**src/rtl/uart_tx_arbiter_pkg.sv**
```systemverilog
// Shared types and constants for the UART TX source arbiter.
package uart_tx_arbiter_pkg;

  localparam int UART_TX_BAUD_PERIOD = 868;
  localparam int DEFAULT_BAUD_PERIOD = UART_TX_BAUD_PERIOD;

  typedef enum logic [1:0] {
    ST_ACTIVE      = 2'd0,
    ST_SWITCH_WAIT = 2'd1,
    ST_GUARD       = 2'd2
  } arb_state_e;

  // Bits needed to hold values 0..value-1; used with (limit+1) for counter widths.
  function automatic int clog2(input int value);
    int r;
    int v;
    r = 0;
    v = value - 1;
    while (v > 0) begin
      r = r + 1;
      v = v >> 1;
    end
    return r;
  endfunction

endpackage

```
**src/rtl/uart_tx_arbiter_if.sv**
```systemverilog
// Serial lines, source request and status flags around the TXD arbiter.
interface uart_tx_arbiter_if;
  logic uart_tx_cpu;
  logic uart_tx_ocd;
  logic debug_uart_tx_sel_ocd1_cpu0;
  logic TXD;
  logic active_sel_ocd1_cpu0;
  logic switch_pending;
  logic forced_switch;

  modport master (
    output uart_tx_cpu, uart_tx_ocd, debug_uart_tx_sel_ocd1_cpu0,
    input  TXD, active_sel_ocd1_cpu0, switch_pending, forced_switch
  );

  modport slave (
    input  uart_tx_cpu, uart_tx_ocd, debug_uart_tx_sel_ocd1_cpu0,
    output TXD, active_sel_ocd1_cpu0, switch_pending, forced_switch
  );
endinterface

```
**src/rtl/uart_tx_arbiter_idle_detector.sv**
```systemverilog
// Registers one UART line and flags it idle after LIMIT consecutive mark samples.
// One cycle of input latency; no backpressure.
module uart_idle_detector
  import uart_tx_arbiter_pkg::*;
#(
  parameter int LIMIT = 44
) (
  input  logic clk,
  input  logic sync_reset,
  input  logic line_i,
  output logic line_q_o,
  output logic idle_o
);

  localparam int W = clog2(LIMIT + 1);
  localparam logic [W-1:0] LIM = W'(LIMIT);

  logic         line_q;
  logic [W-1:0] cnt_q;
  logic [W-1:0] cnt_d;

  // Any space sample restarts the mark run; the count then holds at LIM.
  always_comb begin
    cnt_d = cnt_q;
    if (!line_q) begin
      cnt_d = '0;
    end else if (cnt_q != LIM) begin
      cnt_d = cnt_q + W'(1);
    end
  end

  always_ff @(posedge clk) begin
    if (sync_reset) begin
      line_q <= 1'b1;
      cnt_q  <= '0;
    end else begin
      line_q <= line_i;
      cnt_q  <= cnt_d;
    end
  end

  assign line_q_o = line_q;
  assign idle_o   = (cnt_q == LIM);

endmodule

```
**src/rtl/uart_tx_arbiter.sv**
```systemverilog
// Frame-safe TXD source arbiter: switches between CPU and OCD UARTs only across idle gaps.
// Source to TXD is 2 cycles outside GUARD; no backpressure, the request is a level.
module uart_tx_arbiter
  import uart_tx_arbiter_pkg::*;
#(
  parameter int   BAUD_PERIOD  = DEFAULT_BAUD_PERIOD,
  parameter int   IDLE_BITS    = 11,
  parameter int   GUARD_BITS   = 1,
  parameter int   TIMEOUT_BITS = 110,
  parameter logic RESET_SEL    = 1'b1
) (
  input logic               clk,
  input logic               sync_reset,
  uart_tx_arbiter_if.slave  bus
);

  localparam int IDLE_LIM  = BAUD_PERIOD * IDLE_BITS;
  localparam int GUARD_LIM = BAUD_PERIOD * GUARD_BITS;
  localparam int TO_LIM    = BAUD_PERIOD * TIMEOUT_BITS;
  localparam int GW        = clog2(GUARD_LIM + 1);
  localparam int TW        = clog2(TO_LIM + 1);
  localparam logic [GW-1:0] GUARD_LAST = GW'(GUARD_LIM - 1);
  localparam logic [TW-1:0] TO_MAX     = TW'(TO_LIM);

  logic cpu_q, ocd_q, cpu_idle, ocd_idle;

  uart_idle_detector #(.LIMIT(IDLE_LIM)) u_idle_cpu (
    .clk        (clk),
    .sync_reset (sync_reset),
    .line_i     (bus.uart_tx_cpu),
    .line_q_o   (cpu_q),
    .idle_o     (cpu_idle)
  );

  uart_idle_detector #(.LIMIT(IDLE_LIM)) u_idle_ocd (
    .clk        (clk),
    .sync_reset (sync_reset),
    .line_i     (bus.uart_tx_ocd),
    .line_q_o   (ocd_q),
    .idle_o     (ocd_idle)
  );

  arb_state_e    state_q, state_d;
  logic          sel_q, sel_d;
  logic          txd_q, txd_d;
  logic          pend_q, pend_d;
  logic          forced_q, forced_d;
  logic [GW-1:0] guard_cnt_q, guard_cnt_d;
  logic [TW-1:0] to_cnt_q, to_cnt_d;

  logic req, act_line, act_idle, oth_idle;

  assign req      = bus.debug_uart_tx_sel_ocd1_cpu0;
  assign act_line = sel_q ? ocd_q : cpu_q;
  assign act_idle = sel_q ? ocd_idle : cpu_idle;
  assign oth_idle = sel_q ? cpu_idle : ocd_idle;

  always_comb begin
    state_d     = state_q;
    sel_d       = sel_q;
    txd_d       = act_line;
    forced_d    = 1'b0;
    guard_cnt_d = guard_cnt_q;
    to_cnt_d    = to_cnt_q;
    unique case (state_q)
      ST_ACTIVE: begin
        if (req != sel_q) begin
          state_d  = ST_SWITCH_WAIT;
          to_cnt_d = '0;
        end
      end
      ST_SWITCH_WAIT: begin
        if (to_cnt_q != TO_MAX) to_cnt_d = to_cnt_q + TW'(1);
        if (req == sel_q) begin
          state_d = ST_ACTIVE;
        end else if (oth_idle && (act_idle || (to_cnt_q == TO_MAX))) begin
          // Incoming line must be idle either way; forced only if the old line never quietened.
          state_d     = ST_GUARD;
          sel_d       = ~sel_q;
          txd_d       = 1'b1;
          guard_cnt_d = '0;
          forced_d    = !act_idle;
        end
      end
      ST_GUARD: begin
        txd_d = 1'b1;
        if (guard_cnt_q == GUARD_LAST) begin
          // Last guard cycle loads the new source so the 2-cycle latency holds on exit.
          state_d = ST_ACTIVE;
          txd_d   = act_line;
        end else begin
          guard_cnt_d = guard_cnt_q + GW'(1);
        end
      end
      default: state_d = ST_ACTIVE;
    endcase
    pend_d = (state_d != ST_ACTIVE);
  end

  always_ff @(posedge clk) begin
    if (sync_reset) begin
      state_q     <= ST_ACTIVE;
      sel_q       <= RESET_SEL;
      txd_q       <= 1'b1;
      pend_q      <= 1'b0;
      forced_q    <= 1'b0;
      guard_cnt_q <= '0;
      to_cnt_q    <= '0;
    end else begin
      state_q     <= state_d;
      sel_q       <= sel_d;
      txd_q       <= txd_d;
      pend_q      <= pend_d;
      forced_q    <= forced_d;
      guard_cnt_q <= guard_cnt_d;
      to_cnt_q    <= to_cnt_d;
    end
  end

  assign bus.TXD                  = txd_q;
  assign bus.active_sel_ocd1_cpu0 = sel_q;
  assign bus.switch_pending       = pend_q;
  assign bus.forced_switch        = forced_q;

endmodule

```
**src/flat_wrapper.sv**
```systemverilog
// flat-port wrapper written by rule: the top's interface ports become plain ports
module uart_tx_arbiter_flat import uart_tx_arbiter_pkg::*;
#(
  parameter int   BAUD_PERIOD  = DEFAULT_BAUD_PERIOD,
  parameter int   IDLE_BITS    = 11,
  parameter int   GUARD_BITS   = 1,
  parameter int   TIMEOUT_BITS = 110,
  parameter logic RESET_SEL    = 1'b1
)
  (clk, sync_reset, bus_uart_tx_cpu, bus_uart_tx_ocd, bus_debug_uart_tx_sel_ocd1_cpu0, bus_TXD, bus_active_sel_ocd1_cpu0, bus_switch_pending, bus_forced_switch);
  uart_tx_arbiter_if bus_i ();
  input logic clk;
  input logic sync_reset;
  input wire logic [$bits(bus_i.uart_tx_cpu)-1:0] bus_uart_tx_cpu;
  input wire logic [$bits(bus_i.uart_tx_ocd)-1:0] bus_uart_tx_ocd;
  input wire logic [$bits(bus_i.debug_uart_tx_sel_ocd1_cpu0)-1:0] bus_debug_uart_tx_sel_ocd1_cpu0;
  output wire logic [$bits(bus_i.TXD)-1:0] bus_TXD;
  output wire logic [$bits(bus_i.active_sel_ocd1_cpu0)-1:0] bus_active_sel_ocd1_cpu0;
  output wire logic [$bits(bus_i.switch_pending)-1:0] bus_switch_pending;
  output wire logic [$bits(bus_i.forced_switch)-1:0] bus_forced_switch;
  assign bus_i.uart_tx_cpu = bus_uart_tx_cpu;
  assign bus_i.uart_tx_ocd = bus_uart_tx_ocd;
  assign bus_i.debug_uart_tx_sel_ocd1_cpu0 = bus_debug_uart_tx_sel_ocd1_cpu0;
  assign bus_TXD = bus_i.TXD;
  assign bus_active_sel_ocd1_cpu0 = bus_i.active_sel_ocd1_cpu0;
  assign bus_switch_pending = bus_i.switch_pending;
  assign bus_forced_switch = bus_i.forced_switch;
  uart_tx_arbiter #(.BAUD_PERIOD(BAUD_PERIOD), .IDLE_BITS(IDLE_BITS), .GUARD_BITS(GUARD_BITS), .TIMEOUT_BITS(TIMEOUT_BITS), .RESET_SEL(RESET_SEL)) u_core (.clk(clk), .sync_reset(sync_reset), .bus(bus_i));
endmodule
```
**config.mk**
```make
export PLATFORM = sky130hd
export DESIGN_NAME = uart_tx_arbiter_flat
export DESIGN_NICKNAME = d
export VERILOG_FILES = /design/src/rtl/uart_tx_arbiter_pkg.sv /design/src/rtl/uart_tx_arbiter_if.sv /design/src/rtl/uart_tx_arbiter_idle_detector.sv /design/src/rtl/uart_tx_arbiter.sv /design/src/flat_wrapper.sv
export SDC_FILE = /design/constraint.sdc
export NUM_CORES = 1
export LEC_CHECK = 0
export ABC_AREA = 1
export BUFFER_PORTS_ARGS = -buffer_cell sky130_fd_sc_hd__buf_2
export CORE_MARGIN = 2
export CORE_UTILIZATION = 30
export CTS_BUF_LIST = sky130_fd_sc_hd__clkbuf_2 sky130_fd_sc_hd__clkbuf_4 sky130_fd_sc_hd__clkbuf_8
export CTS_CLUSTER_SIZE = 28
export DETAILED_ROUTE_END_ITERATION = 8
export GPL_TIMING_DRIVEN = 0
export SLEW_MARGIN = 10
export SYNTH_ARGS = -nofsm -noshare
export SYNTH_HDL_FRONTEND = slang
export SYNTH_SLANG_ARGS = --single-unit
```
**constraint.sdc**
```tcl
create_clock -name clk -period 3.7 [get_ports clk]
set_input_delay 0 -clock clk [delete_from_list [all_inputs] [get_ports clk]]
set_output_delay 0 -clock clk [all_outputs]
set_load 0.005 [all_outputs]
```
==> flow_summary.yaml, run 1 <==
synthesis:
  netlist_area_um2: 3621
  yosysSeqAreaShare: 0.3483
  synth_edf_count: 0
  synthesis.instances: 539
  ys_types: 34
  ys_async_sr_fraction: 0
  synthFlopType: "sky130_fd_sc_hd__dfxtp_1"
  synth_seq_cells: 63
  syn_nets: 555
  synth_warnings: 0
  syn_area_per_cell_um2: 6.718
clock_network:
  tritoncts_num_sinks: 63
  cts.path.max_buffers: 2
  cts_buffers: 9
  htree_levels: 3
  worst_skew_pair_later_pin_latency_ns: 0.35
  cts-resized-gates: 0
  clkTransAtPathRegs_ns: 0.08
  cts_tree: "done"
  cts.root.buffer_cell: "sky130_fd_sc_hd__clkbuf_8"
sta:
  worst_skew_ns: 0.01359
  final_hold_violation_count: 0
  setup_total_negative_slack_ns: 0
  setup_violations: 0
  rsz_0062_raised_after_global_routing: "no"
  post-route-worst-setup-slack_ns: 1.750
  slew-limit-headroom: 0.5398
  maxSlewViolCount: 0
  layout_worst_path_cycle_share: 0.5270
  min_period_ns: 1.950
  tightest_slew_ns: 0.6841
  fmax_mhz: 512.8
floorplan:
  overall_die_area_um2: 12970
  std_cell_rows: 40
  starting_utilization_of_the_core_area: 0.3040
  chipHeight_um: 113.9
  core_region_area_um2: 11910
  num_io_pins: 9
  die_x_um: 113.9
layout:
  final_cells: 713
  area.sequential_um2: 1261
  num-fill-cells: 1273
  num_antenna_cells: 0
  final_net_count: 577
  most-common-layout-cells: "sky130_fd_sc_hd__nand2_1, sky130_fd_sc_hd__inv_1, sky130_fd_sc_hd__nor2_1"
  most_frequent_standard_cell_in_the_layout_excluding_fill_and_tap_cells: "sky130_fd_sc_hd__nand2_1"
  multi_input_area_um2: 2002
  area_growth_from_synthesis_to_final_layout_pct: 14.03
  fraction_of_layout_cells_with_a_size_suffix_above_1: 0.1025
  fin_util: 0.3466
place:
  number_of_input_and_output_port_buffers_inserted: 8
  setup_slack_at_placement_ns: 1.743
  placedCellCount: 694
  dpl.hpwl_mm: 5.907
  gp_congestion: 0.8823
routing:
  vias: 3355
  iter_0_drt_violations: 201
  drt.antenna.violating_nets: 0
  drt_first_pass_iters: 4
  post_drt_wl_per_cell_um: 11.25
  drt_wl_total_mm: 8.023
  route.detailed.vias_per_inst: 4.705
  route.detailed.drc: 0
global_routing:
  gr-total-overflow: 0
  grt_antenna_before_repair: 0
  grt_start_max_net_pins: 13
  global_route_wire_length_before_repair_mm: 14.30
  global_route_usage_over_all_layers: 0.1332
  grt_pass1_vias: 3216
worst_setup_path:
  worstPathArrival_ns: 2.23
  worst-path-buf-inv: 4
  cp_cell_sequence: "inv_1, ha_1, nand2_1, inv_1, nand2_1, nor2_4, nand2_1, nand2_1, o21ai_2, nand2_2, inv_1, buf_2, nand2_1, a21oi_2"
  cp_max_fo: 10
  end_kind: "register"
  setup.worst_path.start_class: "register"
  path_class: "reg -> reg"
  cpPeakStageDelay_ns: 0.41
  cp_delay_by_family_top: "buffers and inverters"
  crit_path_frequent_cell: "sky130_fd_sc_hd__nand2_1"
  critical-path-slowest-cell: "sky130_fd_sc_hd__dfxtp_1"
  cp.required_ns: 3.98
power:
  power.leakage_nw: 1.531
  net_switching_power_figure_w: 0.0004049
  p_comb_frac: 0.092
  seq_power_share: 0.432
  netSwitchingFraction: 0.2503
  powerDensity_nw_per_um2: 391.8
  power.internal_w: 0.001213
  vdd_drop_max_uv: 211.2
  clock_network_fraction_of_design_power: 0.476
flow_run:
  cap_viol_max_count: 0
outcome:
  status: "complete, no violations"
hold_path:
  worstHoldPathType: "in -> reg"
[registers in the layout, indices dropped and copies added (netlist names)]
register,flops
u_core.bus.forced_switch,1
u_core.to_cnt_q,17
u_core.u_idle_ocd.line_q_o,1
u_core.guard_cnt_q,10
u_core.u_idle_ocd.cnt_q,14
u_core.u_idle_cpu.line_q_o,1
u_core.bus.active_sel_ocd1_cpu0,1
u_core.bus.TXD,1
u_core.bus.switch_pending,1
u_core.u_idle_cpu.cnt_q,14
u_core.state_q,2
[synthesized netlist by cell type, types with 3 or more instances]
library cell,count,area (um^2)
sky130_fd_sc_hd__xor2_1,16,140.1
sky130_fd_sc_hd__nand2_2,10,62.56
sky130_fd_sc_hd__or2_2,4,25.02
sky130_fd_sc_hd__nor2_1,67,251.5
sky130_fd_sc_hd__inv_1,71,266.5
sky130_fd_sc_hd__a21oi_2,8,70.07
sky130_fd_sc_hd__buf_2,3,15.01
sky130_fd_sc_hd__xnor2_1,5,43.79
sky130_fd_sc_hd__nor3_1,23,115.1
sky130_fd_sc_hd__nand4_1,12,75.07
sky130_fd_sc_hd__nand3_1,47,235.2
sky130_fd_sc_hd__dfxtp_1,63,1261
sky130_fd_sc_hd__nor4_1,3,18.77
sky130_fd_sc_hd__ha_1,11,137.6
sky130_fd_sc_hd__clkbuf_1,5,18.77
sky130_fd_sc_hd__o21ai_0,24,120.1
sky130_fd_sc_hd__a21oi_1,39,195.2
sky130_fd_sc_hd__nand2_1,106,397.9
[worst paths after layout]
| path | start | to | slack, ns | cells after the start |
|---|---|---|---|---|
| worst min register to register | u_core.u_idle_ocd.cnt_q[12] | u_core.u_idle_ocd.cnt_q[12] | 0.47 | 2 |
| worst max-delay path | u_core.to_cnt_q[0] | u_core.to_cnt_q[12] | 1.75 | 14 |
| worst max register to register | u_core.to_cnt_q[0] | u_core.to_cnt_q[12] | 1.75 | 14 |
| worst min-delay path | bus_debug_uart_tx_sel_ocd1_cpu0 | u_core.bus.forced_switch | 0.22 | 6 |
[per-layer routing]
layer  vias up  routed length, um  GRT usage
li1       1784                  -          -
met1      1523               3883     0.1686
met2        39               3842     0.2287
met3         9                212    0.02444
met4         0                 85    0.04472
met5         -                  0          0
[per-stage QoR]
stage / total power [W] / area [um^2] / hold slack, ns
after global routing: 0.001687 / 4129 / 0.3029
after detailed placement: 0.0008623 / 3845 / 0.1891
after CTS: 0.001634 / 4129 / 0.2129
after global placement: 0.0008581 / 3845 / 0.1858
final: 0.001618 / 4129 / 0.2233
after floorplan: 0.0008211 / 3621 / 0.1038
[logic make-up (layout without fill, tap and decap cells)]
| group | after synthesis | in the layout | share of synthesized area |
|---|---|---|---|
| AO/OA/AOI/OAI | 81 | 81 | 0.1272 |
| XOR/XNOR | 21 | 21 | 0.05079 |
| adder cells (fa/ha/maj) | 11 | 11 | 0.03801 |
| buffers and inverters | 86 | 113 | 0.09882 |
| flip-flops | 63 | 63 | 0.3483 |
| AND/OR/NAND/NOR | 277 | 277 | 0.3369 |
[power groups by stage]
stage	clock, W	sequential, W	combinational [W]
after floorplan	0	0.000713	0.000108
after global placement	0	0.000714	0.000144
after detailed placement	0	0.000715	0.000148
after CTS	0.000784	0.000699	0.000151
after global routing	0.000819	0.000701	0.000167
final	0.000770	0.000699	0.000149
[area by class of cell]
class	count	area share
Buffer	12	0.01939
Clock buffer	10	0.03333
Clock inverter	6	0.02818
Inverter	74	0.06727
Multi-Input combinational cell	390	0.4848
Sequential cell	63	0.3055
Tap cell	147	0.04455
Timing Repair Buffer	11	0.01697
[tightest hold or removal path, stage by stage]
cell,delay (ns)
sky130_fd_sc_hd__buf_2,0.09
sky130_fd_sc_hd__nand2_1,0.05
sky130_fd_sc_hd__nand2_1,0.15
sky130_fd_sc_hd__nor2_1,0.11
sky130_fd_sc_hd__o211ai_1,0.08
sky130_fd_sc_hd__nor2_1,0.06
[what timing repair did]
item / in CTS / in global routing
hold buffers: 3 / 0
setup buffers: 0 / 0
endpoints found under the setup margin: 0 / 0
endpoints found under the hold margin: 3 / 0
Power figures use the tool's default switching activity.
==> run 2, diff against run 1 <==
ABC_AREA = 0   (was 1)
clock period = 1.72 ns   (was 3.7 ns; I/O delays follow)
==> flow_summary.yaml, run 2 <==
outcome:
  status: "finished, violations left"
  violations_in_the_final_reports: "negative setup slack"
synthesis:
  synthesis.instances: 412
  synth_seq_cells: 63
  yosysSeqAreaShare: 0.3659
  synth_edf_count: 0
  netlist_area_um2: 3447
  synthFlopType: "sky130_fd_sc_hd__dfxtp_1"
  synth_most_common_cell: "sky130_fd_sc_hd__dfxtp_1"
  synth_top_cell_area_share: 0.3659
  yosysTopAreaCell: "sky130_fd_sc_hd__dfxtp_1"
  syn_nets: 428
  syn_area_per_cell_um2: 8.367
  ys_types: 54
  synth_top_cells_by_area: "sky130_fd_sc_hd__dfxtp_1, sky130_fd_sc_hd__xor2_1, sky130_fd_sc_hd__nor2_1"
  synth_commonest_cells: "sky130_fd_sc_hd__dfxtp_1, sky130_fd_sc_hd__nor2_1, sky130_fd_sc_hd__nand2_1, sky130_fd_sc_hd__a21oi_1, sky130_fd_sc_hd__xor2_1"
  synth_warnings: 0
  ys_async_sr_fraction: 0
worst_setup_path:
  cp.required_ns: 1.97
  number_of_cells_traversed_by_the_worst_register_to_register_path: 6
  setup.worst_path.end: "u_core.guard_cnt_q[2]"
  path_class: "reg -> reg"
  regToRegSetupSlack_ns: -0.28
  end_kind: "register"
  worstPathArrival_ns: 2.25
  setup.worst_path.start_class: "register"
  rr_startpoint: "u_core.to_cnt_q[3]"
  cp-startpoint: "u_core.to_cnt_q[3]"
  reg2reg_to: "u_core.guard_cnt_q[2]"
  cp_max_fo: 9
clock_network:
  cts.path.max_buffers: 2
  htree_levels: 3
  clkTransAtPathRegs_ns: 0.08
  cts_buffers: 9
  cts.root.buffer_cell: "sky130_fd_sc_hd__clkbuf_8"
  worst_skew_pair_later_pin_latency_ns: 0.35
  cts_tree: "done"
  tritoncts_num_sinks: 63
floorplan:
  overall_die_area_um2: 12360
  die_x_um: 111.2
  core_region_area_um2: 11320
  num_io_pins: 9
  chipHeight_um: 111.2
  starting_utilization_of_the_core_area: 0.3045
  std_cell_rows: 39
layout:
  most_frequent_standard_cell_in_the_layout_excluding_fill_and_tap_cells: "sky130_fd_sc_hd__nor2_1"
  num_antenna_cells: 0
  final_cells: 592
  area_growth_from_synthesis_to_final_layout_pct: 26.06
  fraction_of_layout_cells_with_a_size_suffix_above_1: 0.2650
  final_net_count: 461
  largest_reg_flops: 17
  most-common-layout-cells: "sky130_fd_sc_hd__nor2_1, sky130_fd_sc_hd__dfxtp_1, sky130_fd_sc_hd__nand2_1"
  largestRegisters: "u_core.to_cnt_q (17), u_core.u_idle_cpu.cnt_q (14), u_core.u_idle_ocd.cnt_q (14)"
  registers.top_by_ff_count: "u_core.to_cnt_q"
place:
  placedCellCount: 562
  number_of_input_and_output_port_buffers_inserted: 7
  gp_congestion: 0.8530
  dpl.hpwl_mm: 5.432
sta:
  setup_violations: 22
  tightest_slew_ns: 0.5532
  fmax_mhz: 500.1
  min_period_ns: 2.000
  maxSlewViolCount: 0
  worst_skew_ns: 0.01333
  slew-limit-headroom: 0.6312
  layout_worst_path_cycle_share: 1.163
  rsz_0062_raised_after_global_routing: "yes"
  post-route-worst-setup-slack_ns: -0.2796
  final_hold_violation_count: 0
global_routing:
  global_route_wire_length_before_repair_mm: 14.06
  grt_pass1_vias: 2986
  gr-total-overflow: 0
  grt_start_max_net_pins: 11
  global_route_usage_over_all_layers: 0.1359
  grt_antenna_before_repair: 0
hold_path:
  worstHoldPathType: "in -> reg"
  hold_depth: 4
flow_run:
  cap_viol_max_count: 0
routing:
  vias: 3086
  post_drt_wl_per_cell_um: 13.56
  drt_wl_total_mm: 8.026
  iter_0_drt_violations: 146
  route.detailed.vias_per_inst: 5.213
  drt_first_pass_iters: 4
  route.detailed.drc: 0
  drt.antenna.violating_nets: 0
power:
  powerDensity_nw_per_um2: 699.1
  design_power_total_w: 0.003038
  vdd_drop_max_uv: 293.8
  power.leakage_nw: 1.443
[run 2: layer usage]
| layer | track usage | vias to the layer above | share of wire |
|---|---|---|---|
| met2 | 0.2093 | 52 | 0.46 |
| met4 | 0.04691 | 0 | 0.0088 |
| li1 | - | 1545 | - |
| met3 | 0.03226 | 7 | 0.037 |
| met1 | 0.1864 | 1482 | 0.49 |
| met5 | 0 | - | 0 |
[run 2: kinds of logic after synthesis]
kind of cell / Yosys count / synth area share
and+or+nand+nor: 196 / 0.3143
AOI/OAI and AO/OA: 67 / 0.1336
adders and majority gates: 11 / 0.03993
DFF: 63 / 0.3659
buffers and inverters: 35 / 0.04247
xor gates and xnor gates: 36 / 0.09147
muxes: 4 / 0.01234
[run 2: repair_timing]
item / in CTS / in global routing
resized for setup: 47 / 30
pin swaps: 13 / 4
setup endpoints to repair: 33 / 35
endpoints found under the hold margin: 2 / 0
setup buffers: 8 / 6
cloned: 1 / 0
hold buffers: 2 / 0
[run 2: how the worst min path moves through the flow]
| stage | from | endpoint |
|---|---|---|
| finish | bus_debug_uart_tx_sel_ocd1_cpu0 | u_core.state_q[0] |
| global route | bus_debug_uart_tx_sel_ocd1_cpu0 | u_core.state_q[0] |
| CTS | bus_debug_uart_tx_sel_ocd1_cpu0 | u_core.state_q[0] |
| detailed placement | bus_uart_tx_ocd | u_core.u_idle_ocd.line_q_o |
| global placement | bus_uart_tx_cpu | u_core.u_idle_cpu.line_q_o |
| floorplan | bus_uart_tx_cpu | u_core.u_idle_cpu.line_q_o |
[run 2: power by group]
part           leakage (nW)  switching (W)  total (W)  internal (W)
logic                 0.827       0.000189   0.000324      0.000135
registers             0.522      0.0000211    0.00149       0.00147
clock network        0.0942       0.000594    0.00122      0.000628
total                  1.44       0.000803    0.00304       0.00223
[run 2: through the flow]
step	hold WS (ns)	area [um^2]	setup TNS [ns]	setup WS (ns)	utilization
global route	0.2369	4345	-5.369	-0.3402	0.3838
finish	0.2068	4345	-3.969	-0.2796	0.3838
CTS	0.1741	4192	-3.832	-0.2827	0.3702
global placement	0.1912	3734	-9.325	-0.4788	0.3298
detailed placement	0.1938	3734	-9.675	-0.4588	0.3298
floorplan	0.1038	3520	-0.7109	-0.1122	-
[run 2: final cells by class]
type	count	area [um^2]
buffer	15	106.4
clock buffer	12	165.2
clock inverter	3	17.52
fill	1137	6975
inverter	18	67.56
multi-input combinational	314	2316
sequential	63	1310
tap	143	178.9
timing repair buffer	24	183.9
[run 2: worst max-delay path: stages (launching register included)]
cell	delay, ns
sky130_fd_sc_hd__dfxtp_4	0.37
sky130_fd_sc_hd__nand3_4	0.07
sky130_fd_sc_hd__or4_4	0.54
sky130_fd_sc_hd__a211o_4	0.31
sky130_fd_sc_hd__a211o_1	0.27
sky130_fd_sc_hd__buf_6	0.14
sky130_fd_sc_hd__o32ai_2	0.20
==> run 3, diff against run 2 <==
CORE_UTILIZATION = 50   (was 30)
CTS_BUF_LIST = sky130_fd_sc_hd__clkbuf_2   (was sky130_fd_sc_hd__clkbuf_2 sky130_fd_sc_hd__clkbuf_4 sky130_fd_sc_hd__clkbuf_8)
PLACE_DENSITY = 0.69   (was default)
==> flow_summary.yaml, run 3 (synthesized netlist as in run 2, its figures left out) <==
place:
  number_of_input_and_output_port_buffers_inserted: 7
  placedCellCount: 499
  placement.cell_area_um2: 3655
  gp_congestion: 0.8380
  setup_slack_at_placement_ns: -0.4410
  dpl.hpwl_mm: 5.241
routing:
  post_drt_wl_per_cell_um: 14.98
  iter_0_drt_violations: 151
  route.detailed.drc: 0
  drt_first_pass_iters: 4
  drt_wl_total_mm: 7.970
  drt.antenna.violating_nets: 0
  vias: 3141
  route.detailed.vias_per_inst: 5.904
outcome:
  violations_in_the_final_reports: "negative setup slack"
  status: "finished, violations left"
clock_network:
  cts.root.buffer_cell: "sky130_fd_sc_hd__clkbuf_2"
  clkTransAtPathRegs_ns: 0.19
  cts_tree: "done"
  worst_skew_pair_later_pin_latency_ns: 0.50
  cts.path.max_buffers: 2
  htree_levels: 3
  cts_buffers: 9
  tritoncts_num_sinks: 63
sta:
  tightest_slew_ns: 0.6550
  rsz_0062_raised_after_global_routing: "yes"
  setup_violations: 22
  timing.hold.ws_ns: 0.07743
  post-route-worst-setup-slack_ns: -0.3516
  slew-limit-headroom: 0.5633
  maxSlewViolCount: 0
  worst_skew_ns: 0.01657
  min_period_ns: 2.072
  final_hold_violation_count: 0
  layout_worst_path_cycle_share: 1.204
  fmax_mhz: 482.7
power:
  design_power_total_w: 0.002586
  powerDensity_nw_per_um2: 618.9
  vdd_drop_max_uv: 392.8
  power.leakage_nw: 1.423
layout:
  num_antenna_cells: 0
  num-fill-cells: 582
  most_frequent_standard_cell_in_the_layout_excluding_fill_and_tap_cells: "sky130_fd_sc_hd__nor2_1"
  final_cells: 532
  fraction_of_layout_cells_with_a_size_suffix_above_1: 0.2566
  most-common-layout-cells: "sky130_fd_sc_hd__nor2_1, sky130_fd_sc_hd__dfxtp_1, sky130_fd_sc_hd__nand2_1"
  final_net_count: 463
  largestRegisters: "u_core.to_cnt_q (17), u_core.u_idle_cpu.cnt_q (14), u_core.u_idle_ocd.cnt_q (14)"
  registers.top_by_ff_count: "u_core.to_cnt_q"
  area_growth_from_synthesis_to_final_layout_pct: 21.23
  postLayoutCellArea_um2: 4179
  largest_reg_flops: 17
hold_path:
  worstHoldPathType: "in -> reg"
  timing.hold.worst.start: "sync_reset"
floorplan:
  die_x_um: 87.03
  chipHeight_um: 87.03
  core_region_area_um2: 6719
  std_cell_rows: 30
  starting_utilization_of_the_core_area: 0.5130
  num_io_pins: 9
  overall_die_area_um2: 7574
worst_setup_path:
  crit_path_frequent_cell: "sky130_fd_sc_hd__a211o_1"
  cpPeakStageDelay_ns: 0.53
  critical-path-slowest-cell: "sky130_fd_sc_hd__or4_4"
  cp_cell_sequence: "nand3_4, or4_4, a211o_1, a211o_1, buf_6, o32ai_2"
  worstPathArrival_ns: 2.50
  cp-startpoint: "u_core.to_cnt_q[4]"
  rr_startpoint: "u_core.to_cnt_q[4]"
  path_class: "reg -> reg"
  cp.required_ns: 2.14
  setup.worst_path.start_class: "register"
  cp_max_fo: 5
  end_kind: "register"
global_routing:
  grt_antenna_before_repair: 0
  grt_pass1_vias: 2925
  global_route_wire_length_before_repair_mm: 13.36
  gr-total-overflow: 0
  grt_start_max_net_pins: 11
  global_route_usage_over_all_layers: 0.2204
flow_run:
  cap_viol_max_count: 0
-- run 3: cell types whose count changed in the layout (fill, tap and decap cells not counted), moves of 2 or more --
cell                       before  now
sky130_fd_sc_hd__clkbuf_2       1   13
sky130_fd_sc_hd__clkbuf_8      13    1
sky130_fd_sc_hd__a21oi_1       17   19
sky130_fd_sc_hd__a21oi_2        6    4
sky130_fd_sc_hd__buf_6          5    7
sky130_fd_sc_hd__dfxtp_4        8    6
sky130_fd_sc_hd__inv_1         15   17
sky130_fd_sc_hd__inv_2          3    1
sky130_fd_sc_hd__o32ai_1        6    4
-- run 3: per-layer routing --
metal | GRT usage | part of all wire
met1 | 0.2940 | 0.47
met2 | 0.3595 | 0.47
met3 | 0.02938 | 0.036
met4 | 0.08807 | 0.018
met5 | 0 | 0
-- run 3: cell type report --
type                            count  area, um^2  share of cell area
Clock buffer                       12       60.06             0.01437
Clock inverter                      4       22.52            0.005389
Buffer                             15       98.84             0.02365
Inverter                           18       67.56             0.01617
Multi-Input combinational cell    314        2310              0.5527
Sequential cell                    63        1304              0.3120
Tap cell                           80       100.1             0.02395
Timing Repair Buffer               26       216.5             0.05180
-- run 3: repair_timing --
item | in CTS | in global routing
setup endpoints to repair | 33 | 34
gates cloned | 1 | 0
resized for setup | 46 | 26
pin swaps | 11 | 7
endpoints found under the hold margin | 3 | 0
buffers inserted | 12 | 3
hold buffers | 3 | 0
-- run 3: power breakdown --
group | leakage [nW] | internal [W] | switching, W | total, W
sequential | 0.521 | 0.00148 | 0.0000205 | 0.00150
combinational | 0.841 | 0.000137 | 0.000191 | 0.000328
clock | 0.0617 | 0.000201 | 0.000560 | 0.000761
total | 1.42 | 0.00181 | 0.000772 | 0.00259
-- run 3: worst paths after layout --
check                     endpoint  slack, ns  cells after the start
min reg2reg     u_core.to_cnt_q[0]       0.50                      2
min             u_core.to_cnt_q[4]       0.08                      3
max          u_core.guard_cnt_q[2]      -0.35                      6
max reg2reg  u_core.guard_cnt_q[2]      -0.35                      6
-- run 3: worst max-delay path: cells and delay by family, from the launching register on --
| kind | cells | cell delay [ns] |
|---|---|---|
| DFF | 1 | 0.41 |
| and+or+nand+nor | 2 | 0.61 |
| AOI/OAI and AO/OA | 3 | 0.83 |
| buffers and inverters | 1 | 0.15 |
-- run 3: through the flow --
stage / utilization / setup TNS (ns)
after detailed placement: 0.5439 / -9.360
final: 0.6220 / -5.053
after floorplan: - / -0.7109
after CTS: 0.6026 / -4.457
after global placement: 0.5439 / -8.654
after global routing: 0.6220 / -6.704
